## config.mk

```make
export PLATFORM = sky130hd
export DESIGN_NAME = shift_add_multiplier_flat
export DESIGN_NICKNAME = d
export VERILOG_FILES = /design/src/rtl/shift_add_multiplier_pkg.sv /design/src/rtl/shift_add_multiplier_if.sv /design/src/rtl/shift_add_multiplier_ripple_carry_adder.sv /design/src/rtl/shift_add_multiplier.sv /design/src/flat_wrapper.sv
export SDC_FILE = /design/constraint.sdc
export NUM_CORES = 1
export LEC_CHECK = 0
export CAP_MARGIN = 40
export CELL_PAD_IN_SITES_DETAIL_PLACEMENT = 1
export CELL_PAD_IN_SITES_GLOBAL_PLACEMENT = 2
export CORE_ASPECT_RATIO = 0.75
export CORE_MARGIN = 3
export CORE_UTILIZATION = 34
export DETAILED_ROUTE_END_ITERATION = 10
export DONT_BUFFER_PORTS = 1
export GPL_TIMING_DRIVEN = 0
export PLACE_DENSITY_LB_ADDON = 0.1
export SLEW_MARGIN = 0
export SYNTH_ARGS = -nofsm -noshare
export SYNTH_HDL_FRONTEND = slang
export SYNTH_SLANG_ARGS = --single-unit
```

## constraint.sdc

```tcl
create_clock -name clk -period 2.3 [get_ports clk]
set_input_delay 0.115 -clock clk [delete_from_list [all_inputs] [get_ports clk]]
set_output_delay 0.115 -clock clk [all_outputs]
set_load 0.005 [all_outputs]
```

## src/rtl/shift_add_multiplier_pkg.sv

```systemverilog
// Shared types and constants for the shift-add multiplier.
package shift_add_multiplier_pkg;

   localparam int unsigned DefaultWidth = 4;

   typedef enum logic [1:0] {
      StIdle = 2'd0,
      StRun  = 2'd1,
      StDone = 2'd2
   } state_e;

endpackage

```

## src/rtl/shift_add_multiplier_if.sv

```systemverilog
// Start/done handshake and operand/product bus of the shift-add multiplier.
interface shift_add_multiplier_if #(
   parameter int unsigned N = shift_add_multiplier_pkg::DefaultWidth
);

   logic         start;
   logic [N-1:0] a;
   logic [N-1:0] b;
   logic         busy;
   logic         done;
   logic [2*N-1:0] p;

   modport master (output start, output a, output b, input busy, input done, input p);
   modport slave  (input start, input a, input b, output busy, output done, output p);

endinterface

```

## src/rtl/shift_add_multiplier_ripple_carry_adder.sv

```systemverilog
// Existing 4-bit ripple-carry adder; sole arithmetic element of the multiplier.
module ripple_carry_adder (
   input  logic [3:0] a,
   input  logic [3:0] b,
   input  logic       cin,
   output logic [3:0] s,
   output logic       cout
);

   logic [4:0] c;

   assign c[0] = cin;

   for (genvar i = 0; i < 4; i++) begin : g_fa
      assign s[i]   = a[i] ^ b[i] ^ c[i];
      assign c[i+1] = (a[i] & b[i]) | (c[i] & (a[i] ^ b[i]));
   end

   assign cout = c[4];

endmodule

```

## src/rtl/shift_add_multiplier.sv

```systemverilog
// Sequential unsigned NxN shift-add multiplier with start/done handshake.
// Optional SHIFT_ADD_ZERO_BYPASS_EN: zero operands finish in one cycle.
module shift_add_multiplier
   import shift_add_multiplier_pkg::*;
#(
   parameter int unsigned N = DefaultWidth
) (
   input logic                   clk,
   input logic                   rst,
   shift_add_multiplier_if.slave bus
);

   localparam int unsigned CntW = $clog2(N + 1);

   state_e          state_q, state_d;
   logic [N-1:0]    mcand_q, mcand_d;
   logic [N-1:0]    acc_q, acc_d;
   logic [N-1:0]    mq_q, mq_d;
   logic [CntW-1:0] cnt_q, cnt_d;
   logic [2*N-1:0]  p_q, p_d;

   logic [N-1:0]    addend;
   logic [N-1:0]    sum;
   logic            cout;
   logic [2*N-1:0]  shifted;

   assign addend = mq_q[0] ? mcand_q : '0;

   ripple_carry_adder u_adder (
      .a    (acc_q),
      .b    (addend),
      .cin  (1'b0),
      .s    (sum),
      .cout (cout)
   );

   // One right shift of the (2N+1)-bit {cout, sum, mq} drops the consumed multiplier bit.
   assign shifted = {cout, sum, mq_q[N-1:1]};

   always_comb begin
      state_d = state_q;
      mcand_d = mcand_q;
      acc_d   = acc_q;
      mq_d    = mq_q;
      cnt_d   = cnt_q;
      p_d     = p_q;
      case (state_q)
         StIdle: begin
            if (bus.start) begin
               mcand_d = bus.a;
               acc_d   = '0;
               mq_d    = bus.b;
               cnt_d   = CntW'(N);
`ifdef SHIFT_ADD_ZERO_BYPASS_EN
               if (bus.a == '0 || bus.b == '0) begin
                  state_d = StDone;
                  p_d     = '0;
               end else begin
                  state_d = StRun;
               end
`else
               state_d = StRun;
`endif
            end
         end
         StRun: begin
            {acc_d, mq_d} = shifted;
            cnt_d         = cnt_q - CntW'(1);
            if (cnt_q == CntW'(1)) begin
               state_d = StDone;
               p_d     = shifted;
            end
         end
         StDone:  state_d = StIdle;
         default: state_d = StIdle;
      endcase
   end

   always_ff @(posedge clk) begin
      if (rst) begin
         state_q <= StIdle;
         mcand_q <= '0;
         acc_q   <= '0;
         mq_q    <= '0;
         cnt_q   <= '0;
         p_q     <= '0;
      end else begin
         state_q <= state_d;
         mcand_q <= mcand_d;
         acc_q   <= acc_d;
         mq_q    <= mq_d;
         cnt_q   <= cnt_d;
         p_q     <= p_d;
      end
   end

   assign bus.busy = (state_q != StIdle);
   assign bus.done = (state_q == StDone);
   assign bus.p    = p_q;

endmodule

```

## src/flat_wrapper.sv

```systemverilog
// flat-port wrapper written by rule: the top's interface ports become plain ports
module shift_add_multiplier_flat import shift_add_multiplier_pkg::*;
#(
   parameter int unsigned N = DefaultWidth
)
  (clk, rst, bus_start, bus_a, bus_b, bus_busy, bus_done, bus_p);
  shift_add_multiplier_if #(.N(N)) bus_i ();
  input logic clk;
  input logic rst;
  input wire logic [$bits(bus_i.start)-1:0] bus_start;
  input wire logic [$bits(bus_i.a)-1:0] bus_a;
  input wire logic [$bits(bus_i.b)-1:0] bus_b;
  output wire logic [$bits(bus_i.busy)-1:0] bus_busy;
  output wire logic [$bits(bus_i.done)-1:0] bus_done;
  output wire logic [$bits(bus_i.p)-1:0] bus_p;
  assign bus_i.start = bus_start;
  assign bus_i.a = bus_a;
  assign bus_i.b = bus_b;
  assign bus_busy = bus_i.busy;
  assign bus_done = bus_i.done;
  assign bus_p = bus_i.p;
  shift_add_multiplier #(.N(N)) u_core (.clk(clk), .rst(rst), .bus(bus_i));
endmodule
```

==> impl_metrics.ini <==
[run_status]
status = complete, no violations

[critical_path]
worst-path-max-fanout = 2
cp.required_ns = 2.44
worstSetupPathType = flip-flop to flip-flop
startpoint_type = flip-flop
crit_start = u_core.mq_q[0]
r2r-end = u_core.acc_q[2]
reg2reg_from = u_core.mq_q[0]
crit_arrival_ns = 2.33
rr_worst_depth = 8
crit_path_end = u_core.acc_q[2]
r2r_slack_ns = 0.11
cp-end-kind = flip-flop

[power_and_ir_drop]
p_per_area_nw_per_um2 = 658
p_leak_nw = 0.468
peakVddDrop_mv = 0.305

[route]
wl_mm = 2.41
avgRoutedWirePerCell_um = 15.1
drtIter0Drc = 12
vias = 778
first_pass_iters = 2
antenna_left = 0
viasPerCell = 4.89
drc = 0

[synth]
syn_avg_cell_area_um2 = 10.3
synthSimpleGateAreaFrac = 0.151
synth_adder_area_share = 0.0853
synth-seq-area-share = 0.438
synth_mux_area_frac = 0.105
ys_seq_elements = 25
synth_compound_gate_area_share = 0.139
synth_top_family_by_area = simple AND/OR/NAND/NOR gates
synth_xor_area_frac = 0
syn_inst = 111
syn_area_um2 = 1140
ys_types = 28
syn_nets = 128
yosysWarnings = 0

[sta]
clock.fmax_mhz = 458
finalCriticalPeriod_ns = 2.19
skew_ns = 0.00330
drv_slew = 0
slew_headroom = 0.609
worst_slew_pin_slew_ns = 0.587
timing.setup.tns_ns = 0
fin_ws_ns = 0.115
final_hold_viol_count = 0
setup_viol = 0
period_share = 0.950
hold_ws_ns = 0.0750

[min_path]
hp-class = input pin to flip-flop
holdPathStages = 2
hp-start = bus_b[1]

[grt]
track_usage = 0.128
overflow = 0
grt_max_degree = 15
grt_antenna_before_repair = 0
grt_pass1_wl_mm = 4.10
grt_pass1_vias = 830

[placement]
io_buffers = 0
gp_congestion = 0.716
post-dp-hpwl_mm = 1.88
place_area_um2 = 1190
pre_cts_slack_ns = -0.0581

[clocking]
insertion_delay_ns = 0.27
clk_pin_slew_ns = 0.09
clk_path_buf_depth = 2
cts-root-buf = clkbuf_8
cts_max_level = 1
numCtsBuffers = 3
cts_tree = built
cts_sinks = 25

[cells_and_area]
n_antenna_cell = 0
final_nets = 139
final_area_um2 = 1300
syn2layout_area_growth_pct = 13.7
layout-drive-gt1-share = 0.182
final.fill_count = 346

[floorplanning]
core_area_um2 = 3080
initial_utilization = 0.371
fp-row-count = 17
die_w_um = 73.0
die-area_um2 = 4100
die_h_um = 56.2
pin_count = 21

[run]
max_cap_violations = 0
[sequential cells by signal (all words and copies together) (netlist names)]
register and flops:
u_core.bus.p 8, u_core.acc_q 4, u_core.mcand_q 4, u_core.mq_q 4, u_core.cnt_q 3, u_core.state_q 2
[worst min path at each step]
stage,endpoint
after global placement,u_core.mcand_q[1]
after detailed placement,u_core.mcand_q[0]
after global routing,u_core.mq_q[1]
after CTS,u_core.mq_q[1]
after floorplan,u_core.mcand_q[0]
final,u_core.mq_q[1]
[layout by cell type (no fill, tap or decap), drive strengths merged]
cell          n
nor2b         2
nor3b         1
dfxtp        25
or2           1
inv           6
fa            3
o22a          4
o32ai         1
a21o          1
nand2         4
a211oi        9
nand2b        2
clkbuf        6
o21ai         1
nand3b        2
clkinv        1
ha            3
and2          1
mux2i        12
o21ba         1
a21oi         1
nor4bb        1
buf           7
nor2         22
dlygate4sd3   4
[routing by layer]
layer  share of wire  GRT usage  vias to the layer above
li1                -          -                      397
met1            0.47      0.169                      363
met2            0.47      0.207                       16
met3           0.055     0.0451                        2
met4          0.0050     0.0158                        0
met5               0          0                        -
[repair_timing]
item | CTS | global route
hold buffers | 4 | 0
buffers inserted | 1 | 1
pin swaps | 1 | 1
gates resized for setup | 2 | 2
setup endpoints to repair | 1 | 3
endpoints found under the hold margin | 4 | 0
[critical path: stages (launching register included)]
cell	delay (ns)
dfxtp_2	0.33
and2_1	0.12
ha_1	0.13
inv_1	0.04
fa_1	0.38
fa_2	0.35
fa_2	0.54
o22a_1	0.14
nor2_1	0.03
[synthesized netlist by cell type]
cell | number | share of area
clkbuf_1 | 2 | 0.0066
or2_2 | 1 | 0.0055
dfxtp_1 | 25 | 0.44
a21oi_1 | 1 | 0.0044
nand3b_1 | 2 | 0.013
ha_1 | 3 | 0.033
o32ai_1 | 1 | 0.0077
buf_6 | 1 | 0.0098
nor2_1 | 22 | 0.072
clkbuf_8 | 1 | 0.012
nand2b_1 | 2 | 0.011
o21ai_0 | 1 | 0.0044
inv_1 | 6 | 0.020
o21ba_2 | 1 | 0.0088
buf_4 | 2 | 0.013
o22a_1 | 4 | 0.031
and2_1 | 1 | 0.0055
fa_1 | 3 | 0.053
buf_1 | 1 | 0.0033
a211oi_1 | 5 | 0.033
buf_12 | 1 | 0.018
nor2b_1 | 2 | 0.011
a211oi_2 | 4 | 0.044
nor3b_2 | 1 | 0.011
a21o_1 | 1 | 0.0066
mux2i_1 | 12 | 0.11
nand2_1 | 4 | 0.013
nor4bb_1 | 1 | 0.0088
[final cells by class]
class	instances	area (µm²)	share of cell area
clock buffer	3	41.3	0.0318
multi-input combinational	72	554	0.426
sequential	25	503	0.387
tap	38	47.5	0.0366
timing repair buffer	6	55.1	0.0423
inverter	6	22.5	0.0173
clock inverter	1	5.00	0.00385
buffer	8	71.3	0.0549
[stage by stage]
stage | utilization | cells | total power [W]
after floorplan | - | 111 | 0.000573
after detailed placement | 0.386 | 149 | 0.000601
final | 0.422 | 159 | 0.000856
after global placement | 0.386 | 149 | 0.000596
after global routing | 0.422 | 159 | 0.000903
after CTS | 0.418 | 158 | 0.000868
[power breakdown]
group | switching (W) | internal (W)
logic | 0.0000637 | 0.0000603
clock network | 0.000137 | 0.000121
registers | 0.0000165 | 0.000457
total | 0.000217 | 0.000638
[logic make-up (layout without fill, tap and decap cells)]
family,after synthesis,in the layout
simple gates,36,36
compound gates,18,18
buf+inv,14,24
flops,25,25
mux,12,12
fa+ha+maj,6,6
(Power assumes the default switching activity.)
